<file path="config.mk">
export PLATFORM = sky130hd
export DESIGN_NAME = adder_bist
export DESIGN_NICKNAME = d
export VERILOG_FILES = /design/src/rtl/adder_bist.sv
export SDC_FILE = /design/constraint.sdc
export NUM_CORES = 1
export LEC_CHECK = 0
export ABC_CLOCK_PERIOD_IN_PS = 2350
export CAP_MARGIN = 20
export CELL_PAD_IN_SITES_DETAIL_PLACEMENT = 0
export CELL_PAD_IN_SITES_GLOBAL_PLACEMENT = 1
export CORE_UTILIZATION = 43
export DETAILED_ROUTE_END_ITERATION = 8
export PLACE_DENSITY = 0.81
export SLEW_MARGIN = 20
export SYNTH_ARGS = -nofsm -noshare
export SYNTH_HDL_FRONTEND = slang
export SYNTH_SLANG_ARGS = --single-unit
</file>
<file path="constraint.sdc">
create_clock -name clk -period 2.35 [get_ports clk]
set_input_delay 0.705 -clock clk [delete_from_list [all_inputs] [get_ports clk]]
set_output_delay 0.705 -clock clk [all_outputs]
set_load 0.01 [all_outputs]
</file>
<file path="src/rtl/adder_bist.sv">
// Built-in self-test controller for a combinational full adder.
// Drives LFSR-generated {a,b,carry_in} vectors, waits a settle interval,
// checks {carry_out,sum} against the arithmetic sum and reports the outcome.
module adder_bist #(
  parameter int unsigned N_VECTORS     = 100,
  parameter int unsigned SETTLE_CYCLES = 1,
  parameter logic [15:0] LFSR_SEED     = 16'hACE1
) (
  input  logic                               clk,
  input  logic                               rst,
  input  logic                               start,
  output logic                               dut_a,
  output logic                               dut_b,
  output logic                               dut_carry_in,
  input  logic                               dut_sum,
  input  logic                               dut_carry_out,
  output logic                               busy,
  output logic                               done,
  output logic                               pass,
  output logic                               fail,
  output logic [$clog2(N_VECTORS+1)-1:0]     vector_count,
  output logic [2:0]                         error_vector,
  output logic [1:0]                         error_response
);

  localparam int unsigned VCW       = $clog2(N_VECTORS + 1);
  localparam int unsigned SCW       = $clog2(SETTLE_CYCLES + 1);
  localparam logic [15:0] LFSR_MASK = 16'hB400;

  // Reject parameter values the controller cannot operate with
  if (LFSR_SEED == 16'h0000) begin : g_bad_seed
    $error("adder_bist: LFSR_SEED must be nonzero");
  end
  if (N_VECTORS < 1) begin : g_bad_nvec
    $error("adder_bist: N_VECTORS must be >= 1");
  end
  if (SETTLE_CYCLES < 1) begin : g_bad_settle
    $error("adder_bist: SETTLE_CYCLES must be >= 1");
  end

  typedef enum logic [1:0] {
    IDLE   = 2'd0,
    SETTLE = 2'd1,
    CHECK  = 2'd2,
    DONE   = 2'd3
  } state_t;

  // Galois right-shift step of the x^16+x^14+x^13+x^11+1 LFSR
  function automatic logic [15:0] lfsr_next(input logic [15:0] cur);
    return (cur >> 1) ^ (cur[0] ? LFSR_MASK : 16'h0000);
  endfunction

  state_t           r_state, w_state_nxt;
  logic [15:0]      r_lfsr, w_lfsr_nxt;
  logic [2:0]       r_stim, w_stim_nxt;
  logic [SCW-1:0]   r_settle, w_settle_nxt;
  logic             r_busy, w_busy_nxt;
  logic             r_done, w_done_nxt;
  logic             r_pass, w_pass_nxt;
  logic             r_fail, w_fail_nxt;
  logic [VCW-1:0]   r_vector_count, w_vector_count_nxt;
  logic [2:0]       r_error_vector, w_error_vector_nxt;
  logic [1:0]       r_error_response, w_error_response_nxt;
  logic [1:0]       w_expected;
  logic             w_match;
  logic             w_last;

  assign w_expected = 2'(r_stim[2]) + 2'(r_stim[1]) + 2'(r_stim[0]);
  // X on the response counts as a mismatch in simulation
  assign w_match    = ({dut_carry_out, dut_sum} === w_expected);
  assign w_last     = ((32'(r_vector_count) + 32'd1) == N_VECTORS);

  // State register
  always_ff @(posedge clk or posedge rst) begin
    if (rst) r_state <= IDLE;
    else     r_state <= w_state_nxt;
  end

  // Next-state and next-output logic
  always_comb begin
    w_state_nxt          = r_state;
    w_lfsr_nxt           = r_lfsr;
    w_stim_nxt           = r_stim;
    w_settle_nxt         = r_settle;
    w_busy_nxt           = r_busy;
    w_done_nxt           = r_done;
    w_pass_nxt           = r_pass;
    w_fail_nxt           = r_fail;
    w_vector_count_nxt   = r_vector_count;
    w_error_vector_nxt   = r_error_vector;
    w_error_response_nxt = r_error_response;
    case (r_state)
      IDLE, DONE: begin
        if (start) begin
          w_stim_nxt           = {LFSR_SEED[0], LFSR_SEED[1], LFSR_SEED[2]};
          w_lfsr_nxt           = lfsr_next(LFSR_SEED);
          w_vector_count_nxt   = '0;
          w_done_nxt           = 1'b0;
          w_pass_nxt           = 1'b0;
          w_fail_nxt           = 1'b0;
          w_error_vector_nxt   = '0;
          w_error_response_nxt = '0;
          w_busy_nxt           = 1'b1;
          w_settle_nxt         = SCW'(SETTLE_CYCLES);
          w_state_nxt          = SETTLE;
        end
      end
      SETTLE: begin
        w_settle_nxt = r_settle - SCW'(1);
        if (r_settle == SCW'(1)) w_state_nxt = CHECK;
      end
      CHECK: begin
        if (!w_match) begin
          w_error_vector_nxt   = r_stim;
          w_error_response_nxt = {dut_carry_out, dut_sum};
          w_fail_nxt           = 1'b1;
          w_done_nxt           = 1'b1;
          w_busy_nxt           = 1'b0;
          w_state_nxt          = DONE;
        end else if (w_last) begin
          w_vector_count_nxt   = VCW'(N_VECTORS);
          w_pass_nxt           = 1'b1;
          w_done_nxt           = 1'b1;
          w_busy_nxt           = 1'b0;
          w_state_nxt          = DONE;
        end else begin
          w_vector_count_nxt   = r_vector_count + VCW'(1);
          w_stim_nxt           = {r_lfsr[0], r_lfsr[1], r_lfsr[2]};
          w_lfsr_nxt           = lfsr_next(r_lfsr);
          w_settle_nxt         = SCW'(SETTLE_CYCLES);
          w_state_nxt          = SETTLE;
        end
      end
      default: w_state_nxt = IDLE;
    endcase
  end

  // Datapath and output registers
  always_ff @(posedge clk or posedge rst) begin
    if (rst) begin
      r_lfsr           <= LFSR_SEED;
      r_stim           <= '0;
      r_settle         <= '0;
      r_busy           <= 1'b0;
      r_done           <= 1'b0;
      r_pass           <= 1'b0;
      r_fail           <= 1'b0;
      r_vector_count   <= '0;
      r_error_vector   <= '0;
      r_error_response <= '0;
    end else begin
      r_lfsr           <= w_lfsr_nxt;
      r_stim           <= w_stim_nxt;
      r_settle         <= w_settle_nxt;
      r_busy           <= w_busy_nxt;
      r_done           <= w_done_nxt;
      r_pass           <= w_pass_nxt;
      r_fail           <= w_fail_nxt;
      r_vector_count   <= w_vector_count_nxt;
      r_error_vector   <= w_error_vector_nxt;
      r_error_response <= w_error_response_nxt;
    end
  end

  assign {dut_a, dut_b, dut_carry_in} = r_stim;
  assign busy           = r_busy;
  assign done           = r_done;
  assign pass           = r_pass;
  assign fail           = r_fail;
  assign vector_count   = r_vector_count;
  assign error_vector   = r_error_vector;
  assign error_response = r_error_response;

endmodule

</file>
* Word-level counts from Yosys, hierarchy flattened
Cells that the tools add are included.
** Cells by class
- Reductions and logical operators :: 10
- Bitwise operators :: 1
- Muxes and demuxes :: 39
- $add $sub $neg :: 5
- Equal/unequal tests :: 12
** Operators by type and width (count)
- 16-bit two-way mux :: 4
- 16-bit case mux with 2 select lines :: 1
- 7-bit two-way mux :: 3
- 15-bit by 16-bit XOR with 16-bit output :: 1
- 3-bit two-way mux :: 5
- 7-bit case mux with 2 select lines :: 1
- 2-bit two-way mux :: 6
- 2-bit inequality test, second input constant :: 6
- 3-bit case mux with 2 select lines :: 2
- 3-bit AND reduction :: 4
- 1-bit two-way mux :: 10
- 7-bit by 1-bit adder with 8-bit output, second input constant :: 1
- 8-bit by 7-bit equality test with 1-bit output, second input constant :: 1
- 1-bit case mux with 2 select lines :: 4
- 4-bit AND reduction :: 2
- 7-bit by 1-bit adder with 7-bit output, second input constant :: 1
- 2-bit case mux with 3 select lines :: 1
- 2-bit equality test, second input constant :: 2
- 2-bit case mux with 2 select lines :: 1
- 3-bit inequality test, second input constant :: 1
- 1-bit case mux with 3 select lines :: 1
- 1-bit by 1-bit adder with 2-bit output :: 1
- 2-bit by 1-bit adder with 2-bit output :: 1
- 2-bit by 1-bit equality test with 1-bit output, second input constant :: 1
- other kinds (6) :: 6
** Word-level totals
- Logic and storage cells :: 78
- Register bits :: 38
- Input port bits :: 5
- Output and inout bits :: 19

* Logic depth before layout (Yosys ltp)
Gate-level depths: netlist (run 1).
- Word-level depth :: 5
- Depth in mapped cells :: 8
- Mapped depth without buffers :: 6

* Worst setup path before layout (run 1)
Ideal clock, no wire load.
- Path type :: reg-to-reg
- Start :: register, netlist name r_lfsr[1]
- End :: register r_lfsr[1]
- Arrival :: 2073 ps
- Stages on the path, launching flop included :: 8
- Clock period less this slack :: 2194 ps
- Slack :: 156 ps
- Required time :: 2229 ps
- Path through :: dfrtp_1 inv_1 fa_1 xnor2_1 nor2_1 and4_1 buf_2 a22o_1
** RTL lines
- end signal, assigned :: line 152 : r_lfsr <= w_lfsr_nxt;
- end, declared :: line 54 : logic [15:0] r_lfsr, w_lfsr_nxt;

* Worst setup path in the final report (run 1)
- Start :: register r_stim[2]
- End :: register r_lfsr[12]
** On the way
- Longest elaborated chain between the ends :: 5
** RTL lines
- start, declared :: line 55 : logic [2:0] r_stim, w_stim_nxt;
- start signal, assigned :: line 153 : r_stim <= w_stim_nxt;
- 1-bit by 1-bit adder with 2-bit output :: line 68 : assign w_expected = 2'(r_stim[2]) + 2'(r_stim[1]) + 2'(r_stim[0]);
- 2-bit by 1-bit adder with 2-bit output :: line 68
- 2-bit === test :: line 70 : assign w_match = ({dut_carry_out, dut_sum} === w_expected);
- 2-bit inequality test (no source line)
- 4-bit AND reduction (no source line)
No other way between the ends.
A chain may end at the register's enable or synchronous reset.

==> results.tsv, run 1 <==
stage	metric	value	unit
cts	CTS root buf	clkbuf_8	
floorplan	Die ar.	0.00463	mm2
critical_path	Critical Path RT	2.53	ns
power_and_ir_drop	Logic pwr share	44.4	%
power_and_ir_drop	leakage	0.00105	uW
power_and_ir_drop	maximum vdd drop	0.627	mV
floorplan	Die Span Y	68.1	um
timing	min Tclk post-route	2.25	ns
final_layout	P&R area growth vs syn	27.7	%
drt	Post-DRT Antenna Nets	0	
synth	Netlist cell types	42	
timing	final hold slack	0.491	ns
power_and_ir_drop	sequential share of power	34.6	%
synth	Top FF cell, synth	dfrtp_1	
global_route	largest net degree at the start of global routing	38	
synth	EDFF count, synth	0	
cts	Post-CTS Hold Buffers	0	
cts	H-Tree Depth	2	
timing	f_max	0.445	GHz
cts	TritonCTS clock tree	yes	
critical_path	CP arrival	2.43	ns
synth	cell area after synthesis	0.00188	mm2
critical_path	crit path launch type	flop	
timing	Post-Route Setup TNS	0	ns
drt	vias	1485	
drt	first-pass detailed-route iteration total	7	
power_and_ir_drop	Pwr Density	1050	mW/mm2
final_layout	layout cell share with drive strength beyond 1	22.2	%
power_and_ir_drop	Internal Power	1600	uW
synth	syn avg cell area	10.9	um2
place	GP Congestion	0.885	
timing	final hold violation count	0	
global_route	vias in the first global route	1413	
critical_path	crit path capture type	flop	
timing	clock skew	0.00524	ns
synth	register area share after synthesis	49.9	%
outcome	status	finished, final reports clean	
floorplan	initial core utilization	45.9	%
worst_hold_path	min-delay worst type	flop to flop	
floorplan	# IOs	24	
final_layout	most frequent cells in the layout	dfrtp_1 (29), clkdlybuf4s50_1 (23), a22o_1 (20)	
cts	Max clock buf depth	2	
timing	final setup fails	0	
drt	Initial DRC Count	94	
cts	CTS clk-pin slew, worst paths	0.07	ns
place	Final HPWL DP	2900	um
global_route	initial antenna violation count	0	
drt	DR WL/cell	15.5	um
critical_path	CP Class	flop to flop	
final_layout	Finished Core Util	58.7	%
timing	Worst-Margin Slew	0.569	ns
power_and_ir_drop	net switching power	923	uW
synth	post-synthesis cell count	172	
drt	DRC viols	0	
cts	total CTS buffers	5	
floorplan	Core ar.	0.00409	mm2
global_route	GRT Util Overall	20.5	%
final_layout	most common cell after layout, fill and taps aside	dfrtp_1	
timing	max-slew violations	0	
global_route	global-route wire length before repair	6780	um
floorplan	die width	68.1	um
global_route	GRT overflow	0	
place	Inst Count DP	255	
timing	fin crit share	95.7	%
synth	Post-synth ARST share	100	%
final_layout	final net count	221	
final_layout	ANT cells	0	
synth	Yosys reg bits	37	
place	worst slack at placement	-0.115	ns
synth	Yosys Warn Count	0	
cts	Clock Latency Late Sink	0.29	ns
drt	final wirelength	4060	um
synth	syn nets	181	
cts	clk sink count	37	
timing	Setup WS post-layout	0.101	ns
cts	PostCTS Resize Cnt	0	
job	MaxCap Viol Count	0	
drt	post-DR vias/cell	5.67	
power_and_ir_drop	sw frac	36.7	%
timing	Slew headroom	61.7	%
power_and_ir_drop	Clk pwr share	21.1	%
final_layout	Non-Filler Instances	262	
critical_path	crit path max fanout	10	
floorplan	FP Rows	23	
cts	# Post-CTS Setup Buffers	0	
place	IO buf count	23	
## final cells by class
cell class / instances / area [um2]
Inverter: 8 / 30.0
Sequential cell: 37 / 936
Timing Repair Buffer: 42 / 373
Clock inverter: 2 / 35.0
Multi-Input combinational cell: 118 / 892
Clock buffer: 5 / 68.8
Fill cell: 365 / 1690
Tap cell: 50 / 62.6
## routing by layer
metal,vias to the layer above,GRT usage (%),share of wire (%)
met2,26,31.9,47
li1,723,-,-
met1,730,26.8,47
met5,-,0,0
met4,0,8.59,1.7
met3,6,5.50,3.6
## synth_stat cells, types with 2 or more instances
library cell	number	area share (%)
xnor2_1	3	1.4
a22o_1	20	9.3
ha_1	3	2.0
inv_1	8	1.6
dfrtp_1	29	39
a21oi_1	11	2.9
mux2_2	6	3.6
nand3_1	4	1.1
xor2_1	4	1.9
buf_1	2	0.40
nand2b_1	2	0.67
buf_2	2	0.53
clkbuf_1	4	0.80
nor2b_1	4	1.3
nor2_1	12	2.4
o22a_1	6	2.8
and4_1	2	0.93
and3_1	2	0.67
dfstp_2	8	11
nand2_1	7	1.4
a2bb2oi_1	2	0.93
o22ai_1	2	0.67
nand4_1	4	1.3
o21ai_0	7	1.9
## stage by stage
stage	cell area (um2)	power (uW)
finish	2400	2520
global route	2400	2700
CTS	2370	2520
detailed placement	2270	1990
global placement	2270	1950
floorplan	1880	1560
## worst max-delay path: stages (launching register included)
cell and delay [ns]:
dfrtp_1 0.38, inv_1 0.09, fa_1 0.57, xnor2_2 0.21, a211o_4 0.32, a21o_1 0.30
a22o_1 0.27
## power by group through the flow
stage               Combinational (uW)  Sequential [uW]  Clock, uW
finish                            1120              871        531
global route                      1240              893        573
CTS                               1110              872        546
detailed placement                1110              883          0
global placement                  1080              873          0
floorplan                          672              888          0
## registers in the layout, summed over array words and instances (netlist names)
| name | count |
|---|---|
| pass | 1 |
| fail | 1 |
| vector_count | 7 |
| r_state | 2 |
| error_vector | 3 |
| r_settle | 1 |
| error_response | 2 |
| r_stim | 2 |
| r_lfsr | 16 |
| done | 1 |
| busy | 1 |
## path summary, 6_finish.rpt
kind / depth (start not counted) / slack (ns) / start / to
worst max-delay path: 6 / 0.10 / r_stim[2] / r_lfsr[12]
max in group asynchronous: 3 / 1.17 / rst / r_lfsr[5]
worst min register to register: 1 / 0.49 / r_lfsr[4] / r_lfsr[4]
min in group asynchronous: 3 / 0.82 / rst / r_lfsr[4]
worst max register to register: 6 / 0.10 / r_stim[2] / r_lfsr[12]
worst min-delay path: 1 / 0.49 / r_lfsr[4] / r_lfsr[4]
## kinds of logic after synthesis
| family | count (synthesis) | synth area share [%] |
|---|---|---|
| xor+xnor | 7 | 3.27 |
| fa+ha+maj | 4 | 3.07 |
| buf+inv | 17 | 3.93 |
| compound gates | 57 | 22.9 |
| mux | 7 | 4.13 |
| flops | 37 | 49.9 |
| simple gates | 43 | 12.9 |
Note: power is estimated with default switching activity, not from simulation.
==> run 2: changes to the inputs <==
--- a/config.mk
+++ b/config.mk
@@ -5,13 +5,14 @@
 export SDC_FILE = /design/constraint.sdc
 export NUM_CORES = 1
 export LEC_CHECK = 0
+export ABC_AREA = 1
 export ABC_CLOCK_PERIOD_IN_PS = 2350
 export CAP_MARGIN = 20
 export CELL_PAD_IN_SITES_DETAIL_PLACEMENT = 0
 export CELL_PAD_IN_SITES_GLOBAL_PLACEMENT = 1
-export CORE_UTILIZATION = 43
+export CORE_UTILIZATION = 42
 export DETAILED_ROUTE_END_ITERATION = 8
-export PLACE_DENSITY = 0.81
+export PLACE_DENSITY = 0.83
 export SLEW_MARGIN = 20
 export SYNTH_ARGS = -nofsm -noshare
 export SYNTH_HDL_FRONTEND = slang
==> results.tsv, run 2 <==
stage	metric	value	unit	change
outcome	status	finished with violations		
outcome	failing checks	design-rule violations		
worst_hold_path	hold depth	2		+1
critical_path	RR Startpoint	r_stim[2]		
final_layout	area of the multi-input gates	850	um2	-4.8%
place	GP Congestion	0.736		-17%
worst_hold_path	critical hold path startpoint	r_lfsr[6]		
final_layout	register area	936	um2	unchanged
synth	cell area after synthesis	0.00202	mm2	+7.4%
power_and_ir_drop	maximum vdd drop	0.529	mV	-16%
critical_path	CP Class	flop to flop		
cts	Post-CTS Hold Buffers	0		unchanged
drt	Initial DRC Count	75		-20%
floorplan	Die Span Y	71.3	um	+4.7%
timing	Post-Route Setup TNS	0	ns	unchanged
critical_path	crit path launch type	flop		
synth	syn nets	243		+34%
synth	most frequent cell after synthesis	nand2_1		
critical_path	Reg2Reg Setup Slack	0.31	ns	+0.21 ns
global_route	vias in the first global route	1513		+7.1%
global_route	GRT Util Overall	17.6	%	-2.8 points
critical_path	crit path capture type	flop		
place	IO buf count	23		unchanged
synth	post-synthesis cell count	234		+36%
final_layout	most common cell after layout, fill and taps aside	nand2_1		
critical_path	worst path cell trace	inv_1, fa_1, xor2_2, a21oi_4, inv_2, nand3_4, nand2_1, nand2_1		
cts	TritonCTS clock tree	yes		
global_route	met2 Usage GRT	28.9	%	-3.0 points
power_and_ir_drop	Logic pwr share	48.7	%	+4.3 points
drt	DRC viols	2		+2
power_and_ir_drop	sw frac	41.5	%	+4.9 points
synth	syn avg cell area	8.61	um2	-21%
cts	# Post-CTS Setup Buffers	0		unchanged
synth	Top FF cell, synth	dfrtp_1		
final_layout	FILL cells	442		+21%
synth	Yosys top cell by area	dfrtp_1		
final_layout	P&R area growth vs syn	17.8	%	
power_and_ir_drop	Clk pwr share	17.1	%	-4.0 points
final_layout	most frequent cells in the layout	nand2_1 (72), dfrtp_1 (29), inv_1 (26)		
power_and_ir_drop	Internal Power	1650	uW	+3.2%
synth	Netlist cell types	33		-21%
power_and_ir_drop	leakage	0.00116	uW	+11%
global_route	largest net degree at the start of global routing	38		unchanged
power_and_ir_drop	net switching power	1170	uW	+27%
drt	post-DR vias/cell	5.06		-11%
critical_path	Top delay family on crit path	adder cells		
critical_path	CP Depth	8		+2
drt	DR WL/cell	12.5	um	-19%
timing	Worst-Margin Slew	0.459	ns	-0.110 ns
final_layout	Largest register FFs	16		unchanged
critical_path	Critical Path RT	2.53	ns	about the same
global_route	initial antenna violation count	0		unchanged
cts	PostCTS Resize Cnt	0		unchanged
place	Final HPWL DP	2870	um	-1.0%
cts	H-Tree Depth	2		unchanged
timing	unrepaired setup endpoints after global routing	no		
final_layout	Finished Core Util	53.0	%	-5.6 points
final_layout	final net count	272		+23%
critical_path	crit path max fanout	18		+8
cts	CTS root buf	clkbuf_8		
final_layout	Top reg by flops	r_lfsr		
power_and_ir_drop	sequential share of power	34.2	%	-0.4 points
timing	Slew headroom	69.4	%	+7.8 points
global_route	met3 Use GR	4.64	%	-0.86 points
global_route	GRT met1 Usage	22.8	%	-4.0 points
critical_path	Worst Path Buf+Inv	2		+1
timing	min Tclk post-route	2.04	ns	-0.207 ns
power_and_ir_drop	Pwr Density	1190	mW/mm2	+13%
drt	first-pass detailed-route iteration total	8		+1
critical_path	most used cell, CP	nand2_1		
synth	Yosys Warn Count	0		unchanged
critical_path	CP max stage delay	0.58	ns	about the same
critical_path	r2r endpoint	r_lfsr[1]		
job	MaxCap Viol Count	0		unchanged
cts	total CTS buffers	5		unchanged
critical_path	Reg2Reg Depth	8		+2
timing	f_max	0.490	GHz	+10%
synth	Yosys top cell area share	36.0	%	-2.7 points
synth	Post-synth ARST share	100	%	unchanged
drt	vias	1598		+7.6%
final_layout	ANT cells	0		unchanged
final_layout	layout cell share with drive strength beyond 1	18.2	%	-4.0 points
synth	EDFF count, synth	0		unchanged
timing	max-slew violations	0		unchanged
timing	fin crit share	86.9	%	-8.8 points
cts	CTS clk-pin slew, worst paths	0.07	ns	about the same
floorplan	Die ar.	0.00508	mm2	+9.7%
synth	synth cell count leaders	nand2_1 (72), dfrtp_1 (29), inv_1 (26)		
drt	Post-DRT Antenna Nets	0		unchanged
timing	clock skew	0.00656	ns	+0.00132 ns
synth	Area contributors post-synth	dfrtp_1 (36%), nand2_1 (13%), dfstp_2 (10%)		
cts	Max clock buf depth	2		unchanged
critical_path	CP arrival	2.22	ns	-0.21 ns
worst_hold_path	WHS Endpoint	r_lfsr[6]		
floorplan	initial core utilization	45.1	%	-0.88 points
critical_path	Slowest-stage cell, CP	fa_1		
floorplan	FP Rows	24		+4.3%
global_route	GR peak layer	met2		
floorplan	Core ar.	0.00447	mm2	+9.5%
timing	final hold violation count	0		unchanged
drt	final wirelength	3940	um	-2.9%
global_route	GRT overflow	0		unchanged
global_route	global-route wire length before repair	6960	um	+2.7%
cts	Clock Latency Late Sink	0.29	ns	about the same
synth	Yosys reg bits	37		unchanged
timing	final setup fails	0		unchanged
floorplan	die width	71.3	um	+4.7%
synth	register area share after synthesis	46.4	%	-3.4 points
cts	clk sink count	37		unchanged
floorplan	# IOs	24		unchanged
worst_hold_path	min-delay worst type	flop to flop		
run 2: kinds of logic (layout without fill, tap and decap cells):
| family | Yosys count | count (layout) | synth area share [%] |
|---|---|---|---|
| AOI/OAI and AO/OA | 19 | 19 | 6.58 |
| xor gates and xnor gates | 6 | 6 | 3.35 |
| adders and majority gates | 4 | 4 | 2.86 |
| buffers and inverters | 42 | 72 | 11.4 |
| DFF | 37 | 37 | 46.4 |
| and+or+nand+nor | 126 | 126 | 29.4 |
run 2: power by group through the flow:
stage                     Sequential (uW)  Combinational, uW  Clock (uW)
after floorplan                       980               1060           0
after global placement                966               1360           0
after detailed placement              974               1380           0
after CTS                             963               1390         504
after global routing                  987               1540         526
final                                 963               1370         482
run 2: worst max-delay path by stage:
stage,startpoint,end,slack (ns)
after floorplan,r_stim[2],r_lfsr[14],0.37
after global placement,dut_sum,r_stim[2],0.17
after detailed placement,dut_carry_out,r_lfsr[3],0.11
after CTS,r_stim[2],r_lfsr[1],0.28
after global routing,vector_count[1],r_lfsr[7],0.13
final,r_stim[2],r_lfsr[1],0.31
run 2: per-layer routing:
metal | vias up | wire [um]
li1 | 806 | -
met1 | 767 | 1910
met2 | 21 | 1900
met3 | 4 | 99
met4 | 0 | 35
met5 | - | 0
run 2: metrics by stage:
stage               hold WS, ns  total power [uW]  area [um2]  std cells  setup WS (ns)
floorplan                 0.439              2040        2020        234          0.368
global placement          0.450              2320        2270        308          0.166
detailed placement        0.454              2360        2270        308          0.107
CTS                       0.465              2860        2370        316          0.283
global route              0.492              3050        2370        316          0.129
finish                    0.461              2820        2370        316          0.307
run 2: final cells by class:
class                      count  share of cell area (%)
clock buffer                   7                    4.06
clock inverter                 1                   0.211
inverter                      31                    4.90
multi-input combinational    155                    35.8
sequential                    37                    39.4
tap                           52                    2.74
timing repair buffer          33                    12.9
run 2: worst min-delay path, delay by kind of cell (launching register included):
kind | cells | cell delay [ns]
and+or+nand+nor | 2 | 0.09
DFF | 1 | 0.37
